[config.mk]
export PLATFORM = sky130hd
export DESIGN_NAME = uart_rx_fifo_frontend
export DESIGN_NICKNAME = d
export VERILOG_FILES = /design/src/rtl/uart_rx_pkg.sv /design/src/rtl/uart_rx_fifo_frontend_fifo.sv /design/src/rtl/uart_rx_fifo_frontend.sv
export SDC_FILE = /design/constraint.sdc
export NUM_CORES = 1
export LEC_CHECK = 0
export ABC_AREA = 1
export ABC_CLOCK_PERIOD_IN_PS = 3000
export CORE_MARGIN = 2
export CORE_UTILIZATION = 50
export DETAILED_ROUTE_END_ITERATION = 7
export PLACE_DENSITY = 0.67
export SLEW_MARGIN = 20
export SYNTH_ARGS = -nofsm -noshare
export SYNTH_HDL_FRONTEND = slang
export SYNTH_SLANG_ARGS = --single-unit
[constraint.sdc]
create_clock -name clk -period 3 [get_ports clk]
set_input_delay 0.75 -clock clk [delete_from_list [all_inputs] [get_ports clk]]
set_output_delay 0.75 -clock clk [all_outputs]
set_load 0.005 [all_outputs]
[src/rtl/uart_rx_pkg.sv]
// Shared types and helpers for the UART receive front-end.
package uart_rx_pkg;

  typedef enum logic [2:0] {
    WAIT_IDLE,
    IDLE,
    START,
    DATA,
    PARITY,
    STOP
  } rx_state_e;

  localparam int PARITY_NONE = 0;
  localparam int PARITY_EVEN = 1;
  localparam int PARITY_ODD  = 2;

  // Width of the fractional tick accumulator: wide enough to hold
  // clk_freq + step without wrapping, never narrower than 32 bits.
  function automatic int tick_acc_width(input longint clk_freq_hz, input longint step);
    longint max_sum;
    int     w;
    max_sum = clk_freq_hz + step;
    w = $clog2(max_sum + 1);
    return (w < 32) ? 32 : w;
  endfunction

endpackage

[src/rtl/uart_rx_fifo_frontend_fifo.sv]
// sync_fifo: first-word-fall-through FIFO with occupancy level.
// A pop frees a slot in the same cycle, so a push against a full FIFO is
// accepted when a pop happens alongside it. There is no empty bypass.
module sync_fifo #(
  parameter int WIDTH = 8,
  parameter int DEPTH = 16
) (
  input  logic                     clk,
  input  logic                     rst,
  input  logic                     push,
  input  logic [WIDTH-1:0]         push_data,
  input  logic                     pop,
  output logic [WIDTH-1:0]         pop_data,
  output logic                     full,
  output logic                     empty,
  output logic [$clog2(DEPTH):0]   level
);

  localparam int PTR_W = $clog2(DEPTH);
  localparam logic [PTR_W:0] FULL_LVL = DEPTH[PTR_W:0];

  logic [WIDTH-1:0] mem [DEPTH];
  logic [PTR_W-1:0] wr_ptr;
  logic [PTR_W-1:0] rd_ptr;
  logic             do_push;
  logic             do_pop;

  assign empty    = (level == '0);
  assign full     = (level == FULL_LVL);
  assign do_pop   = pop && !empty;
  assign do_push  = push && (!full || do_pop);
  // Head word is held at zero while empty so the output is defined out of reset.
  assign pop_data = empty ? '0 : mem[rd_ptr];

  // Storage array, written on accepted pushes only.
  always_ff @(posedge clk) begin
    if (do_push) mem[wr_ptr] <= push_data;
  end

  // Pointer and occupancy bookkeeping.
  always_ff @(posedge clk) begin
    if (rst) begin
      wr_ptr <= '0;
      rd_ptr <= '0;
      level  <= '0;
    end else begin
      if (do_push) wr_ptr <= wr_ptr + 1'b1;
      if (do_pop)  rd_ptr <= rd_ptr + 1'b1;
      case ({do_push, do_pop})
        2'b10:   level <= level + 1'b1;
        2'b01:   level <= level - 1'b1;
        default: level <= level;
      endcase
    end
  end

endmodule

[src/rtl/uart_rx_fifo_frontend.sv]
// uart_rx_fifo_frontend: oversampling UART receiver with configurable
// data/parity/stop framing, feeding a FWFT FIFO with error reporting.
//
// Output handshake: a word transfers on every rising clk edge where
// m_valid && m_ready are both high; m_valid never drops and m_data never
// changes while a word is offered and not yet taken.
module uart_rx_fifo_frontend
  import uart_rx_pkg::*;
#(
  parameter int CLK_FREQ_HZ = 50_000_000,
  parameter int BAUD        = 115_200,
  parameter int OVERSAMPLE  = 16,
  parameter int DATA_BITS   = 8,
  parameter int PARITY_MODE = PARITY_NONE,
  parameter int STOP_BITS   = 1,
  parameter int FIFO_DEPTH  = 16
) (
  input  logic                          clk,
  input  logic                          rst,
  input  logic                          rx_serial,
  output logic                          m_valid,
  input  logic                          m_ready,
  output logic [DATA_BITS-1:0]          m_data,
  output logic                          frame_err,
  output logic                          parity_err,
  output logic                          overflow,
  output logic [15:0]                   drop_count,
  output logic [$clog2(FIFO_DEPTH):0]   fifo_level
);

  localparam int ACC_W = tick_acc_width(longint'(CLK_FREQ_HZ),
                                        longint'(BAUD) * longint'(OVERSAMPLE));
  localparam logic [ACC_W-1:0] ACC_STEP = ACC_W'(longint'(BAUD) * longint'(OVERSAMPLE));
  localparam logic [ACC_W-1:0] ACC_MOD  = ACC_W'(CLK_FREQ_HZ);
  localparam int OS_W = $clog2(OVERSAMPLE);
  localparam logic [OS_W-1:0] OS_LAST   = OS_W'(OVERSAMPLE - 1);
  localparam logic [OS_W-1:0] MID_LO    = OS_W'(OVERSAMPLE / 2 - 1);
  localparam logic [OS_W-1:0] MID_C     = OS_W'(OVERSAMPLE / 2);
  localparam logic [OS_W-1:0] MID_HI    = OS_W'(OVERSAMPLE / 2 + 1);
  localparam logic [3:0]      DATA_LAST = 4'(DATA_BITS - 1);
  localparam logic [3:0]      STOP_LAST = 4'(STOP_BITS - 1);

  logic [1:0]           sync_q;
  logic                 rx_s;
  logic [ACC_W-1:0]     acc;
  logic [ACC_W-1:0]     acc_sum;
  logic                 tick;
  logic [1:0]           samp_q;
  logic                 vote;
  logic                 at_mid;
  logic                 at_end;
  logic                 exp_par;

  rx_state_e            state, state_n;
  logic [OS_W-1:0]      os_cnt, os_cnt_n;
  logic [3:0]           bit_cnt, bit_cnt_n;
  logic [DATA_BITS-1:0] shreg, shreg_n;
  logic                 par_bad, par_bad_n;
  logic                 push_n, frame_err_n, parity_err_n;
  logic                 push_q;

  logic                 fifo_full;
  logic                 fifo_empty;
  logic                 fifo_drop;

  assign rx_s    = sync_q[1];
  assign acc_sum = acc + ACC_STEP;
  // Third sample is the live synchronised line at the MID_HI tick.
  assign vote    = (samp_q[0] & samp_q[1]) | (samp_q[0] & rx_s) | (samp_q[1] & rx_s);
  assign at_mid  = (os_cnt == MID_HI);
  assign at_end  = (os_cnt == OS_LAST);
  assign exp_par = (PARITY_MODE == PARITY_ODD) ? ~^shreg : ^shreg;

  // Two-flop synchroniser; resets to the idle (high) line level.
  always_ff @(posedge clk) begin
    if (rst) sync_q <= 2'b11;
    else     sync_q <= {sync_q[0], rx_serial};
  end

  // Fractional accumulator: one tick per wrap past the clock frequency.
  always_ff @(posedge clk) begin
    if (rst) begin
      acc  <= '0;
      tick <= 1'b0;
    end else if (acc_sum >= ACC_MOD) begin
      acc  <= acc_sum - ACC_MOD;
      tick <= 1'b1;
    end else begin
      acc  <= acc_sum;
      tick <= 1'b0;
    end
  end

  // Capture the two early mid-bit samples used by the majority vote.
  always_ff @(posedge clk) begin
    if (rst) begin
      samp_q <= 2'b11;
    end else if (tick) begin
      if (os_cnt == MID_LO) samp_q[0] <= rx_s;
      if (os_cnt == MID_C)  samp_q[1] <= rx_s;
    end
  end

  // Receive FSM state and datapath registers, plus registered event pulses.
  always_ff @(posedge clk) begin
    if (rst) begin
      state      <= WAIT_IDLE;
      os_cnt     <= '0;
      bit_cnt    <= '0;
      shreg      <= '0;
      par_bad    <= 1'b0;
      push_q     <= 1'b0;
      frame_err  <= 1'b0;
      parity_err <= 1'b0;
    end else begin
      state      <= state_n;
      os_cnt     <= os_cnt_n;
      bit_cnt    <= bit_cnt_n;
      shreg      <= shreg_n;
      par_bad    <= par_bad_n;
      push_q     <= push_n;
      frame_err  <= frame_err_n;
      parity_err <= parity_err_n;
    end
  end

  // Next-state logic; everything advances on oversample ticks only.
  always_comb begin
    state_n      = state;
    os_cnt_n     = os_cnt;
    bit_cnt_n    = bit_cnt;
    shreg_n      = shreg;
    par_bad_n    = par_bad;
    push_n       = 1'b0;
    frame_err_n  = 1'b0;
    parity_err_n = 1'b0;
    if (tick) begin
      os_cnt_n = os_cnt + 1'b1;
      case (state)
        // os_cnt counts consecutive high ticks here.
        WAIT_IDLE: begin
          if (!rx_s) begin
            os_cnt_n = '0;
          end else if (at_end) begin
            state_n  = IDLE;
            os_cnt_n = '0;
          end
        end
        // The detecting tick is index 0 of the start bit.
        IDLE: begin
          if (!rx_s) begin
            state_n  = START;
            os_cnt_n = OS_W'(1);
          end else begin
            os_cnt_n = '0;
          end
        end
        START: begin
          if (at_mid && vote) begin
            state_n  = IDLE;
            os_cnt_n = '0;
          end else if (at_end) begin
            state_n   = DATA;
            os_cnt_n  = '0;
            bit_cnt_n = '0;
            par_bad_n = 1'b0;
          end
        end
        DATA: begin
          if (at_mid) shreg_n = {vote, shreg[DATA_BITS-1:1]};
          if (at_end) begin
            os_cnt_n = '0;
            if (bit_cnt == DATA_LAST) begin
              bit_cnt_n = '0;
              state_n   = (PARITY_MODE != PARITY_NONE) ? PARITY : STOP;
            end else begin
              bit_cnt_n = bit_cnt + 1'b1;
            end
          end
        end
        PARITY: begin
          if (at_mid) par_bad_n = (vote != exp_par);
          if (at_end) begin
            state_n  = STOP;
            os_cnt_n = '0;
          end
        end
        // The last stop bit is resolved at mid-bit so a following start
        // edge is caught even when frames are sent back to back.
        STOP: begin
          if (at_mid) begin
            if (!vote) begin
              frame_err_n = 1'b1;
              state_n     = WAIT_IDLE;
              os_cnt_n    = '0;
            end else if (bit_cnt == STOP_LAST) begin
              if (par_bad) parity_err_n = 1'b1;
              else         push_n       = 1'b1;
              state_n  = IDLE;
              os_cnt_n = '0;
            end
          end else if (at_end) begin
            os_cnt_n  = '0;
            bit_cnt_n = bit_cnt + 1'b1;
          end
        end
        default: begin
          state_n  = WAIT_IDLE;
          os_cnt_n = '0;
        end
      endcase
    end
  end

  sync_fifo #(
    .WIDTH (DATA_BITS),
    .DEPTH (FIFO_DEPTH)
  ) u_fifo (
    .clk       (clk),
    .rst       (rst),
    .push      (push_q),
    .push_data (shreg),
    .pop       (m_ready),
    .pop_data  (m_data),
    .full      (fifo_full),
    .empty     (fifo_empty),
    .level     (fifo_level)
  );

  assign m_valid   = !fifo_empty;
  // A full FIFO is never empty, so m_ready alone means a pop is freeing a slot.
  assign fifo_drop = push_q && fifo_full && !m_ready;

  // Overflow pulse and saturating drop counter.
  always_ff @(posedge clk) begin
    if (rst) begin
      overflow   <= 1'b0;
      drop_count <= '0;
    end else begin
      overflow <= fifo_drop;
      if (fifo_drop && drop_count != 16'hFFFF) drop_count <= drop_count + 1'b1;
    end
  end

endmodule

==> results.tsv <==
metric	value	unit
vias post-DR	8387	
Syn Area/Cell	8.856	um2
Netlist cell types	47	
Initial Utilization	50.49	%
synthesized flop and latch total	215	
Slew @ Worst Pin	0.9580	ns
Mapped Cells	1187	
Synth top area share	36.56	%
Yosys top cell by area	edfxtp_1	
overall power	0.01061	W
diode count	0	
total grt overflow	0	
clock root buffer	clkbuf_16	
Final setup viols	1	
CTS sink cnt	215	
placed instance count	1502	
largest delay contributor family on the critical path	buffers and inverters	
Die Y	149	um
TritonCTS clock tree	built	
slowest cell delay on critical path	0.50	ns
Total Routing Usage GR	22.47	%
pre-CTS WS	-0.01907	ns
Residual DRC	0	
Synth Warn #	0	
Slew Limit Headroom	35.64	%
clock tree buffer depth	3	
Worst setup EP type	output port	
sequential fraction of the synthesis area	53.13	%
Worst Path Buf+Inv	2	
top-count cell post-synth	nor2_1	
port buffer count	36	
WP data required	2.25	ns
RSZ-0062 raised after global routing	yes	
Hold Vio Cnt, Final	0	
asr flop ratio synth	0	%
FMAX	0.3164	GHz
nets@finish	1282	
most frequent cells after synthesis	nor2_1, nand2_1, edfxtp_1	
drt total wl	25320	um
I/O pin cnt	37	
Mapped Nets	1211	
largest family of logic cells by synthesized area	simple AND/OR/NAND/NOR gates	
routed len/inst	16.33	um
Mapped Area	10510	um2
largest cells by area after synthesis	edfxtp_1, dfxtp_1, nor2_1	
max_cap viols	0	
final HPWL from detailed placement	16510	um
P per Cell Area	862.6	nW/um2
CP cell instances	bufbuf_16 > o21ai_0 > o221ai_1 > nand3_1 > a21oi_2 > clkdlybuf4s50_1	
worst hold slack	0.4271	ns
status	finished, violations left	
Post-Route Setup TNS	-0.1601	ns
total CTS buffers	23	
post-synthesis compound-gate area fraction	12.25	%
worst hold path class	flip-flop to flip-flop	
die area	22200	um2
post-synthesis xor/xnor area fraction	2.499	%
Synth Area in Adders	2.547	%
Max FO, Critical Path	16	
Synth Area in Simple Gates	23.53	%
initial DRC count	593	
# rows	53	
final worst slack	-0.1601	ns
leakage power	4.527	nW
period utilisation layout	105.3	%
GPL Wtd Cong	0.8560	
vias in the first global route	7662	
Post-synth EDFFs	128	
CP startpoint kind	flip-flop	
max-slew violations	0	
wire length of the first global-routing pass	39460	um
Period minus WS final	3.160	ns
initial antenna violation count	0	
mux contribution to synthesized area	0	%
largest net degree at the start of global routing	46	
Worst-path clk slew	0.06	ns
area of the core	20820	um2
Fillers	1793	
Clock Skews	0.02386	ns
Die Width	149	um
WP data arrival	2.41	ns
vias per cell	5.411	
Final ANT Viol Nets	0	
CTS H-tree lvls	1	
CP max stage cell	clkdlybuf4s50_1	
critical path class	flip-flop to output port	
non-filler cells, final	1550	
Max rail drop VDD	0.6659	mV
worst skew pair latency	0.53	ns
Pre-antenna DRT Iters	4	
failing checks	setup timing	
Area growth, synth to finish	17.03	%
Synth Flop Type	edfxtp_1	
share of layout cells above drive strength 1	12.94	%
[per-layer routing]
| layer | up-vias | GRT usage (%) | share of wire (%) |
|---|---|---|---|
| li1 | 4172 | - | - |
| met1 | 3925 | 30.28 | 44 |
| met2 | 235 | 38.59 | 48 |
| met3 | 55 | 2.446 | 4.9 |
| met4 | 0 | 6.429 | 2.6 |
| met5 | - | 0 | 0 |
[flip-flops by register name, summed over array words and instances, names as in the netlist, 4 cells and up, named ones only]
register,cells
u_fifo.mem,128
acc,25
drop_count,16
shreg,8
u_fifo.level,5
bit_cnt,4
os_cnt,4
u_fifo.rd_ptr,4
u_fifo.wr_ptr,4
[worst paths after layout]
| path | startpoint | to | slack [ns] | depth (start not counted) |
|---|---|---|---|---|
| worst max register to register | acc[13] | acc[25] | 0.46 | 15 |
| worst min register to register | sync_q[0] | sync_q[1] | 0.43 | 1 |
| worst max-delay path | flip-flop | m_data[1] | -0.16 | 6 |
| worst min-delay path | sync_q[0] | sync_q[1] | 0.43 | 1 |
[layout by cell type (no fill, tap or decap), types with 3 or more instances in the layout]
| cell type | count |
|---|---|
| nor2_1 | 193 |
| nand2_1 | 186 |
| edfxtp_1 | 128 |
| inv_1 | 106 |
| o21ai_0 | 100 |
| dfxtp_1 | 85 |
| nand3_1 | 71 |
| a21oi_1 | 56 |
| buf_4 | 35 |
| clkdlybuf4s50_1 | 28 |
| clkbuf_16 | 25 |
| xor2_1 | 21 |
| nand2_2 | 20 |
| ha_1 | 19 |
| nor3_1 | 16 |
| o221ai_1 | 16 |
| o22ai_1 | 15 |
| nand3_2 | 14 |
| nand4_1 | 12 |
| a21oi_2 | 12 |
| inv_2 | 11 |
| xnor2_1 | 9 |
| o21ai_1 | 8 |
| clkinv_1 | 8 |
| nor2_4 | 7 |
| dlymetal6s2s_1 | 6 |
| a211oi_1 | 5 |
| nand2_4 | 5 |
| buf_12 | 5 |
| nor4_1 | 4 |
| clkinv_2 | 4 |
| clkinvlp_4 | 3 |
| or2_2 | 3 |
| buf_6 | 3 |
[stage by stage]
stage | area (um2) | util (%)
after global placement | 11390 | 54.70
after global routing | 12300 | 59.09
after floorplan | 10510 | -
final | 12300 | 59.09
after CTS | 12200 | 58.58
after detailed placement | 11390 | 54.70
[cell families after synthesis]
logic type               Yosys count
XOR/XNOR                          30
flip-flops                       215
AO/OA/AOI/OAI                    224
AND/OR/NAND/NOR                  539
buffers and inverters            158
adder cells (fa/ha/maj)           21
[final cells by class]
class / count / area (um2) / share of cell area, %
sequential: 215 / 5593 / 45.46
multi-input combinational: 814 / 4308 / 35.01
timing repair buffer: 83 / 875.8 / 7.119
clock buffer: 26 / 596.8 / 4.851
inverter: 121 / 465.4 / 3.783
tap: 275 / 344.1 / 2.797
clock inverter: 16 / 120.1 / 0.9763
[timing repair]
action	in CTS	in global routing
gates resized for setup	12	18
buffers inserted	0	1
hold buffers	0	0
setup endpoints to repair	8	8
cloned	2	3
pin swaps	1	7
hold endpoints to repair	0	0
[power breakdown]
group	leakage (nW)	switching [W]	internal, W
registers	1.59	0.000287	0.00333
clock network	0.348	0.00115	0.00152
logic	2.59	0.00264	0.00168
total	4.53	0.00408	0.00654
Power figures use the tool's default switching activity.
